## config.mk

```make
export PLATFORM = sky130hd
export DESIGN_NAME = mem_ctrl
export DESIGN_NICKNAME = d
export VERILOG_FILES = /design/src/rtl/mem_ctrl_pkg.sv /design/src/rtl/mem_ctrl_cycle_cnt.sv /design/src/rtl/mem_ctrl.sv
export SDC_FILE = /design/constraint.sdc
export NUM_CORES = 1
export LEC_CHECK = 0
export ABC_AREA = 1
export CORE_ASPECT_RATIO = 0.5
export CORE_UTILIZATION = 39
export CTS_CLUSTER_SIZE = 12
export DETAILED_ROUTE_END_ITERATION = 10
export GPL_ROUTABILITY_DRIVEN = 1
export PLACE_DENSITY = 0.85
export SKIP_LAST_GASP = 1
export SYNTH_ARGS = -nofsm -noshare
export SYNTH_HDL_FRONTEND = slang
export SYNTH_SLANG_ARGS = --single-unit
```

## constraint.sdc

```tcl
create_clock -name clk_i -period 1.7 [get_ports clk_i]
set_input_delay 0.17 -clock clk_i [delete_from_list [all_inputs] [get_ports clk_i]]
set_output_delay 0.17 -clock clk_i [all_outputs]
set_load 0.01 [all_outputs]
```

## src/rtl/mem_ctrl_pkg.sv

```systemverilog
// mem_ctrl_pkg: shared types and constants for the SRAM memory controller.
// Holds the FSM state enum, parameter defaults and the counter MMIO map used
// when MEM_CTRL_CYCLE_CNT_EN is defined.
package mem_ctrl_pkg;

    // Parameter defaults for mem_ctrl
    localparam int ADDR_W_DEF      = 12;
    localparam int WAIT_CYCLES_DEF = 1;

    // Width of the free-running cycle counter
    localparam int CYCLE_CNT_W = 64;

    // Counter MMIO map (byte addresses)
    localparam logic [31:0] MMIO_BASE       = 32'hFFFF_0000;
    localparam logic [31:0] MMIO_CNT_LO_OFS = 32'h0000_0000;
    localparam logic [31:0] MMIO_CNT_HI_OFS = 32'h0000_0004;

    // Controller FSM states
    typedef enum logic [1:0] {
        ST_IDLE   = 2'd0,
        ST_ACCESS = 2'd1,
        ST_RESP   = 2'd2
    } state_e;

endpackage

```

## src/rtl/mem_ctrl_cycle_cnt.sv

```systemverilog
// mem_ctrl_cycle_cnt: free-running cycle counter, cleared by reset and
// wrapping at 2^CYCLE_CNT_W. Only instantiated under MEM_CTRL_CYCLE_CNT_EN.
module mem_ctrl_cycle_cnt
    import mem_ctrl_pkg::*;
(
    input  logic                   clk_i,
    input  logic                   rst_i,
    output logic [CYCLE_CNT_W-1:0] count_o
);

    logic [CYCLE_CNT_W-1:0] count_q;

    // Count every clock; synchronous active-low clear.
    always_ff @(posedge clk_i) begin
        if (!rst_i) begin
            count_q <= {CYCLE_CNT_W{1'b0}};
        end else begin
            count_q <= count_q + {{(CYCLE_CNT_W-1){1'b0}}, 1'b1};
        end
    end

    assign count_o = count_q;

endmodule

```

## src/rtl/mem_ctrl.sv

```systemverilog
// mem_ctrl: bridges a level-held rd/wr request bus onto a single-port SRAM
// with a fixed access time of WAIT_CYCLES clocks. Every request, in range
// or not, completes with a one-cycle ready pulse WAIT_CYCLES+1 cycles after
// it is first seen. Optional build macro: MEM_CTRL_CYCLE_CNT_EN maps a
// read-only 64-bit cycle counter at MMIO_BASE (low) and MMIO_BASE+4 (high).
module mem_ctrl
    import mem_ctrl_pkg::*;
#(
    parameter int ADDR_W      = ADDR_W_DEF,
    parameter int WAIT_CYCLES = WAIT_CYCLES_DEF
) (
    input  logic              clk_i,
    input  logic              rst_i,
    input  logic              merged_mem_rd_i,
    input  logic              merged_mem_wr_i,
    input  logic [31:0]       merged_mem_addr_i,
    input  logic [31:0]       merged_mem_data_i,
    output logic              merged_mem_ready_o,
    output logic [31:0]       merged_mem_data_o,
    output logic              sram_en_o,
    output logic              sram_we_o,
    output logic [ADDR_W-1:0] sram_addr_o,
    output logic [31:0]       sram_wdata_o,
    input  logic [31:0]       sram_rdata_i
);

    // Access counter start value; the counter reaching 1 marks the capture edge.
    localparam logic [3:0] WAIT_INIT = 4'(WAIT_CYCLES);

    state_e      state_q;
    logic [3:0]  cnt_q;
    logic        wr_q;
    logic        hit_q;

    logic        req_s;
    logic        range_s;
    logic        hit_s;
    logic [31:0] rd_word_s;

`ifdef MEM_CTRL_CYCLE_CNT_EN
    localparam logic [31:0] CNT_LO_ADDR = MMIO_BASE + MMIO_CNT_LO_OFS;
    localparam logic [31:0] CNT_HI_ADDR = MMIO_BASE + MMIO_CNT_HI_OFS;

    logic                   mmio_lo_s;
    logic                   mmio_hi_s;
    logic                   mmio_lo_q;
    logic                   mmio_hi_q;
    logic [CYCLE_CNT_W-1:0] cyc_cnt_s;

    mem_ctrl_cycle_cnt u_cycle_cnt (
        .clk_i   (clk_i),
        .rst_i   (rst_i),
        .count_o (cyc_cnt_s)
    );
`endif

    // Classify the incoming request address: SRAM window, counter register, or nothing.
    always_comb begin
        req_s = merged_mem_rd_i | merged_mem_wr_i;
        if ((merged_mem_addr_i >> (ADDR_W + 2)) == 32'd0) begin
            range_s = 1'b1;
        end else begin
            range_s = 1'b0;
        end
`ifdef MEM_CTRL_CYCLE_CNT_EN
        mmio_lo_s = (merged_mem_addr_i[31:2] == CNT_LO_ADDR[31:2]);
        mmio_hi_s = (merged_mem_addr_i[31:2] == CNT_HI_ADDR[31:2]);
        hit_s     = range_s & ~(mmio_lo_s | mmio_hi_s);
`else
        hit_s     = range_s;
`endif
    end

    // Select the word returned at the capture edge for the latched target.
    always_comb begin
        rd_word_s = 32'd0;
        if (hit_q) begin
            rd_word_s = sram_rdata_i;
        end
`ifdef MEM_CTRL_CYCLE_CNT_EN
        else if (mmio_lo_q) begin
            rd_word_s = cyc_cnt_s[31:0];
        end else if (mmio_hi_q) begin
            rd_word_s = cyc_cnt_s[63:32];
        end
`endif
        else begin
            rd_word_s = 32'd0;
        end
    end

    // Request FSM: latch in IDLE, enable SRAM for one cycle, wait, capture, pulse ready.
    always_ff @(posedge clk_i) begin
        if (!rst_i) begin
            state_q            <= ST_IDLE;
            cnt_q              <= 4'd0;
            wr_q               <= 1'b0;
            hit_q              <= 1'b0;
            merged_mem_ready_o <= 1'b0;
            merged_mem_data_o  <= 32'd0;
            sram_en_o          <= 1'b0;
            sram_we_o          <= 1'b0;
            sram_addr_o        <= {ADDR_W{1'b0}};
            sram_wdata_o       <= 32'd0;
`ifdef MEM_CTRL_CYCLE_CNT_EN
            mmio_lo_q          <= 1'b0;
            mmio_hi_q          <= 1'b0;
`endif
        end else begin
            case (state_q)
                ST_IDLE: begin
                    merged_mem_ready_o <= 1'b0;
                    if (req_s) begin
                        // A simultaneous rd+wr is a write: direction comes from wr alone.
                        state_q      <= ST_ACCESS;
                        cnt_q        <= WAIT_INIT;
                        wr_q         <= merged_mem_wr_i;
                        hit_q        <= hit_s;
                        sram_en_o    <= hit_s;
                        sram_we_o    <= hit_s & merged_mem_wr_i;
                        sram_addr_o  <= merged_mem_addr_i[ADDR_W+1:2];
                        sram_wdata_o <= merged_mem_data_i;
`ifdef MEM_CTRL_CYCLE_CNT_EN
                        mmio_lo_q    <= mmio_lo_s;
                        mmio_hi_q    <= mmio_hi_s;
`endif
                    end else begin
                        sram_en_o <= 1'b0;
                        sram_we_o <= 1'b0;
                    end
                end
                ST_ACCESS: begin
                    // Enables are only ever high in the first access cycle.
                    sram_en_o <= 1'b0;
                    sram_we_o <= 1'b0;
                    if (cnt_q <= 4'd1) begin
                        cnt_q              <= 4'd0;
                        state_q            <= ST_RESP;
                        merged_mem_ready_o <= 1'b1;
                        merged_mem_data_o  <= wr_q ? 32'd0 : rd_word_s;
                    end else begin
                        cnt_q <= cnt_q - 4'd1;
                    end
                end
                ST_RESP: begin
                    // Requester drops rd/wr on this edge, so IDLE sees a clean bus.
                    merged_mem_ready_o <= 1'b0;
                    state_q            <= ST_IDLE;
                end
                default: begin
                    state_q            <= ST_IDLE;
                    cnt_q              <= 4'd0;
                    merged_mem_ready_o <= 1'b0;
                    sram_en_o          <= 1'b0;
                    sram_we_o          <= 1'b0;
                end
            endcase
        end
    end

endmodule

```

==> reports/qor.yml, run 1 <==
outcome:
  outcome: "finished, final reports clean"
cells_and_area:
  drive_gt1_share_pct: 6.902
  final_nets: 691
  final_cells: 706
  num_antenna_cells: 0
  final_common_cell: "clkdlybuf4s50_1"
  layout_common_cells: "clkdlybuf4s50_1 (175), nor2_1 (104), dfxtp_1 (87)"
  fill_cells: 642
  syn_to_final_growth_pct: 65.78
  finalInstanceArea_um2: 5461
power_and_ir_drop:
  pwr_density_cell_nw_per_um2: 1043
  peakVddDrop_uv: 596.4
  power_leakage_nw: 2.078
worst_setup_path:
  cp-end-kind: "flip-flop"
  path_cells: "inv_1 -> ha_1 -> o21ai_2 -> inv_2 -> nand2_1 -> buf_12 -> nand3_1 -> o21ai_1"
  crit_slowest_cell: "dfxtp_1"
  critPathMaxStageDelay_ns: 0.37
  crit_arrival_ns: 1.77
  critPathLaunchType: "flip-flop"
  worstSetupPathType: "flip-flop to flip-flop"
  crit_fanout: 27
  cp.required_ns: 1.97
clocking:
  cts_buffer_depth: 2
  path_clk_slew_ns: 0.06
  ctsHoldBuffers: 0
  cts_buffers: 9
  htree_levels: 3
  post_cts_buffers: 0
  cts_resized: 0
  clk_latency_ns: 0.33
  tritoncts: "built"
  cts.sinks: 87
  cts-root-buf: "clkbuf_16"
sta:
  setup_viol: 0
  worst_hold_slack_ns: 0.3409
  maxSlewViolCount: 0
  min_period_ns: 1.498
  fin_crit_sh_pct: 88.10
  timing.fmax_mhz: 667.7
  grt_setup_unrepaired: "no"
  relSlewSlack_pct: 67.59
  fin_skew_ns: 0.004053
  hold_violations: 0
  finalSetupTns_ns: 0
  tightestPinTransition_ns: 0.4862
floorplan:
  io_pins: 179
  fp-row-count: 23
  initial_core_util_pct: 40.74
  core_um2: 8087
  fp.dieH_um: 66.99
  die_w_um: 132.0
  die_area_um2: 8841
synth:
  syn_nets: 518
  synth_top_area_share_pct: 52.87
  synth_cells: 416
  ys_seq_elements: 87
  yosysTopAreaCell: "dfxtp_1"
  synth-seq-area-share_pct: 52.87
  yosysUniqueCellTypes: 27
  avgSynthCellArea_um2: 7.919
  ys_warn_count: 0
  synth_area_um2: 3294
  yosys-top-cells-area: "dfxtp_1 (53%), nor2_1 (12%), o21ai_1 (10%), nand3_1 (5.6%), nand2_1 (5.4%)"
detailed_routing:
  dr_total_vias: 3353
  ant_nets: 0
  drt_iter0_drc: 167
  drc: 0
  wl_per_cell_um: 13.67
  routed_wl_mm: 9.653
  drt_first_pass_iters: 4
  vias_per_cell: 4.749
placed_design:
  dp_hpwl_mm: 6.878
  gp_congestion: 0.7774
  placed_area_um2: 5136
  portBuffers: 176
  dp.cells: 690
global_route:
  grt-ovfl-total: 0
  antenna_found_initial: 0
  grt_max_degree: 40
  grt_usage_pct: 21.67
  grt_first_pass_wirelength_mm: 14.86
  grt_pass1_vias: 3073
run:
  maxCapViolCount: 0
min_path:
  hp-class: "input port to flip-flop"
[synth_stat cells]
cell type  count
inv_2          3
nand3_1       37
a21oi_1        8
dfxtp_1       87
buf_1          2
nand4_1        2
nor2_4         2
nor3_1         1
nand3_2        1
xor2_1         1
nand2_2        1
a21oi_2        1
ha_1           2
o21ai_0       10
o21ai_1       68
clkbuf_1       5
o21ai_2        1
nor2_1       105
buf_6          9
buf_4          5
clkbuf_2       1
and2_1         1
clkinv_2       1
nand2_1       47
or2_2          1
inv_1          8
buf_2          6
[worst max-delay path: cells and delay by family, from the launching register on]
family | cells | cell delay (ns)
adders and majority gates | 1 | 0.23
buffers and inverters | 3 | 0.34
and+or+nand+nor | 2 | 0.21
DFF | 1 | 0.37
AOI/OAI and AO/OA | 2 | 0.27
[per-layer routing]
metal  global-route usage (%)  vias up  wire [um]
met4                    8.430        0        223
met5                        0        -          0
met1                    24.16     1536       4095
li1                         -     1700          -
met3                    6.697       19        480
met2                    39.48       98       4854
[metrics by stage]
step,setup slack [ns],utilization [%],total power [mW]
4_1_cts,0.2065,67.54,5.740
5_1_grt,0.09610,67.54,5.942
3_3_place_gp,0.05423,63.52,3.573
6_report,0.2024,67.54,5.694
2_1_floorplan,0.3885,-,2.962
3_5_place_dp,0.008064,63.52,3.604
[logic make-up after synthesis]
kind of cell	Yosys count	synth area share [%]
and+or+nand+nor	198	25.03
AOI/OAI and AO/OA	88	13.60
DFF	87	52.87
buffers and inverters	40	7.482
adders and majority gates	2	0.7595
xor gates and xnor gates	1	0.2659
[final timing paths]
check,from,endpoint,slack [ns],depth (start not counted)
min reg2reg,merged_mem_ready_o$_SDFFE_PN0P_,merged_mem_ready_o$_SDFFE_PN0P_,0.47,2
max,cnt_q[0]$_SDFFE_PN0P_,merged_mem_data_o[16]$_SDFFE_PN0P_,0.20,8
max reg2reg,cnt_q[0]$_SDFFE_PN0P_,merged_mem_data_o[16]$_SDFFE_PN0P_,0.20,8
min,rst_i,sram_wdata_o[20]$_SDFFE_PN0P_,0.34,3
[layout make-up]
cell class,instances,area (um2),area share [%]
Timing Repair Buffer,190,1899,34.78
Sequential cell,87,1742,31.89
Multi-Input combinational cell,289,1309,23.96
Clock buffer,13,260.3,4.765
Tap cell,112,140.1,2.566
Clock inverter,3,65.06,1.191
Inverter,12,46.29,0.8477
[report_power, final]
| group | total [mW] | internal, mW | switching, mW |
|---|---|---|---|
| clock | 2.13 | 1.37 | 0.764 |
| combinational | 1.26 | 0.657 | 0.600 |
| sequential | 2.31 | 2.21 | 0.0944 |
| total | 5.69 | 4.24 | 1.46 |
[state kept, by name, indices dropped and copies added, names as in the netlist]
signal and cells:
hit_q 1, sram_en_o 1, merged_mem_data_o 32, cnt_q 4, sram_wdata_o 32, sram_we_o 1, state_q 2, merged_mem_ready_o 1
sram_addr_o 12, wr_q 1
No activity file was read; power rests on OpenSTA's default activity.
==> inputs of run 2 (changes only) <==
--- a/config.mk
+++ b/config.mk
@@ -13,6 +13,7 @@
 export GPL_ROUTABILITY_DRIVEN = 1
 export PLACE_DENSITY = 0.85
 export SKIP_LAST_GASP = 1
+export SLEW_MARGIN = 15
 export SYNTH_ARGS = -nofsm -noshare
 export SYNTH_HDL_FRONTEND = slang
 export SYNTH_SLANG_ARGS = --single-unit
==> results of run 2 <==
The final DEF is identical to that of run 1; final timing and power are the same.
==> inputs of run 3 (changes only) <==
--- a/config.mk
+++ b/config.mk
@@ -8,6 +8,7 @@
 export ABC_AREA = 1
 export CORE_ASPECT_RATIO = 0.5
 export CORE_UTILIZATION = 39
+export CTS_CLUSTER_DIAMETER = 200
 export CTS_CLUSTER_SIZE = 12
 export DETAILED_ROUTE_END_ITERATION = 10
 export GPL_ROUTABILITY_DRIVEN = 1
==> results of run 3 <==
The final DEF is identical to that of run 1; final timing and power are the same.
==> variant (settings of run 2) <==
The option `MEM_CTRL_CYCLE_CNT_EN` is turned on by a define.
--- a/src/rtl/mem_ctrl.sv
+++ b/src/rtl/mem_ctrl.sv
@@ -4,4 +4,6 @@
 // it is first seen. Optional build macro: MEM_CTRL_CYCLE_CNT_EN maps a
 // read-only 64-bit cycle counter at MMIO_BASE (low) and MMIO_BASE+4 (high).
+`define MEM_CTRL_CYCLE_CNT_EN
+
 module mem_ctrl
     import mem_ctrl_pkg::*;
Behaviour: not the same (Yosys sat finds a counterexample within 4 cycles, from zero or initial values and one cycle with rst_i low).
==> variant against run 2 <==
Critical path depth grew 1. Clock power is 74% higher. Sequential cell count rose by 66. Setup slack got worse by 0.18 ns. Power up 62%. Die area is 130% higher. Cell area up 100%. Combinational power up 30%. Count of clock-buffer cells in the layout rose by 5. Largest cell class is now multi-input combinational cells. Critical endpoint is now merged_mem_data_o[28]. Largest power group unchanged. Clock skew increased by 0.0045 ns. Core utilization down 11 points. Area after synthesis increased by 140%. Wire length grew to 2.8 times the old value.
==> variant: results (changes against run 2) <==
synth:
  mappedNetlistNets: 1295  # +150%
  avgSynthCellArea_sq_um: 6.58  # -17%
  yosysUniqueCellTypes: 32  # +19%
  synth_common_cells: "257 x nand2_1, 240 x nor2_1, 153 x dfxtp_1, 116 x a21oi_1, 104 x inv_1"
  synth_warnings: 0  # unchanged
  synthAdderAreaFrac_pct: 0.479  # -0.28 points
  yosys-top-cells-area: "dfxtp_1 39%, nand2_1 12%, nor2_1 11%"
  synth-compound-area-share_pct: 16.5  # +2.9 points
  synth_edf_count: 0  # unchanged
  synth-xor-area-share_pct: 1.23  # +0.96 points
  ys_seq_area_share_pct: 39.1  # -14 points
worst_hold_path:
  hold_class: "in2reg"
clock_network:
  htreeDepth: 4  # +1
  clk_latency_ns: 0.43  # +0.10 ns
  cts_buffers: 17  # +8
route:
  wirelength_um: 27100  # +180%
  wl_per_cell_um: 16.1  # +18%
  routed_via_density: 5.21  # +9.8%
  drtIter0Drc: 1017  # +510%
  drtPass1Iterations: 8  # +4
sta:
  tightest_slew_ns: 0.705  # +0.219 ns
  skew_ns: 0.00851  # +0.00446 ns
final_layout:
  drive_above_1_share_pct: 13.2  # +6.3 points
  fillCellCount: 1780  # +180%
  nets: 1504  # +120%
  diodes: 0  # unchanged
global_route:
  grt_pass1_wl_um: 40500  # +170%
  grt_start_max_net_pins: 66  # +65%
  grt_pass1_vias: 7906  # +160%
  grt_usage_pct: 25.3  # +3.6 points
place:
  place.gp.congestion: 1.05  # +35%
  dp_hpwl_um: 19900  # +190%
  pre_cts_slack_ns: -0.0475  # -0.0555 ns
  dp_cells: 1640  # +140%
  numPortBuffers: 176  # unchanged
  postPlaceCellArea_sq_mm: 0.0102  # +99%
power:
  p_leak_nw: 4.12  # +98%
  ir_drop_uv: 646  # +8.3%
worst_setup_path:
  crit_fanout: 16  # -41%
  worstPathArrival_ns: 2.03  # +0.26 ns
  critPathSlowestCell: "dfxtp_4"
  crit_family: "simple AND/OR/NAND/NOR gates"
run_status:
  status: "complete, no violations"
[variant: changes by cell type in the layout (fill, tap and decap cells not counted), sizes merged, moves of 11 or more]
cell    change
nand4      +16
nand3      +13
nor3       +13
buf        +42
nor2      +154
a21oi     +107
nand2     +225
o21ai      +12
or2        +11
o211ai     +32
dfxtp      +66
inv       +102
[variant: path summary, 6_finish.rpt]
| check | startpoint | to | slack (ns) | cells after the start |
|---|---|---|---|---|
| max | cnt_q[0] | merged_mem_data_o[28] | 0.02 | 9 |
| min | rst_i | u_cycle_cnt.count_o[35] | 0.24 | 4 |
| max reg2reg | cnt_q[0] | merged_mem_data_o[28] | 0.02 | 9 |
| min reg2reg | merged_mem_data_o[21] | merged_mem_data_o[21] | 0.47 | 2 |
[variant: power by group]
part           internal (mW)  switching [mW]
Sequential              3.78           0.118
Clock                   2.05            1.66
Combinational          0.823           0.815
[variant: worst min-delay path, cell delays in order]
cell and delay, ns:
buf_2 0.13, buf_12 0.20, nand2_1 0.09, nor2_1 0.03
[variant: cell type report]
class | instances | area (sq um) | area share (%)
multi-input cells | 886 | 4340 | 39.3
flip-flops and latches | 153 | 3090 | 27.9
repair buffers | 234 | 2310 | 20.9
clock buffers | 18 | 429 | 3.88
inverters | 109 | 412 | 3.73
well taps | 266 | 333 | 3.01
clock inverters | 14 | 136 | 1.23
[variant: what timing repair did]
action / 4_1_cts / 5_1_grt
gates cloned: 0 / 2
endpoints found under the setup margin: 4 / 71
pin swaps: 0 / 7
resized for setup: 2 / 60
setup buffers: 0 / 6
[variant: layer usage]
metal | routed length, um | track usage (%) | up-vias
met5 | 0 | 0 | -
met3 | 2840 | 6.06 | 75
li1 | - | - | 4272
met1 | 11200 | 32.2 | 3955
met2 | 12300 | 41.8 | 455
met4 | 780 | 9.49 | 0
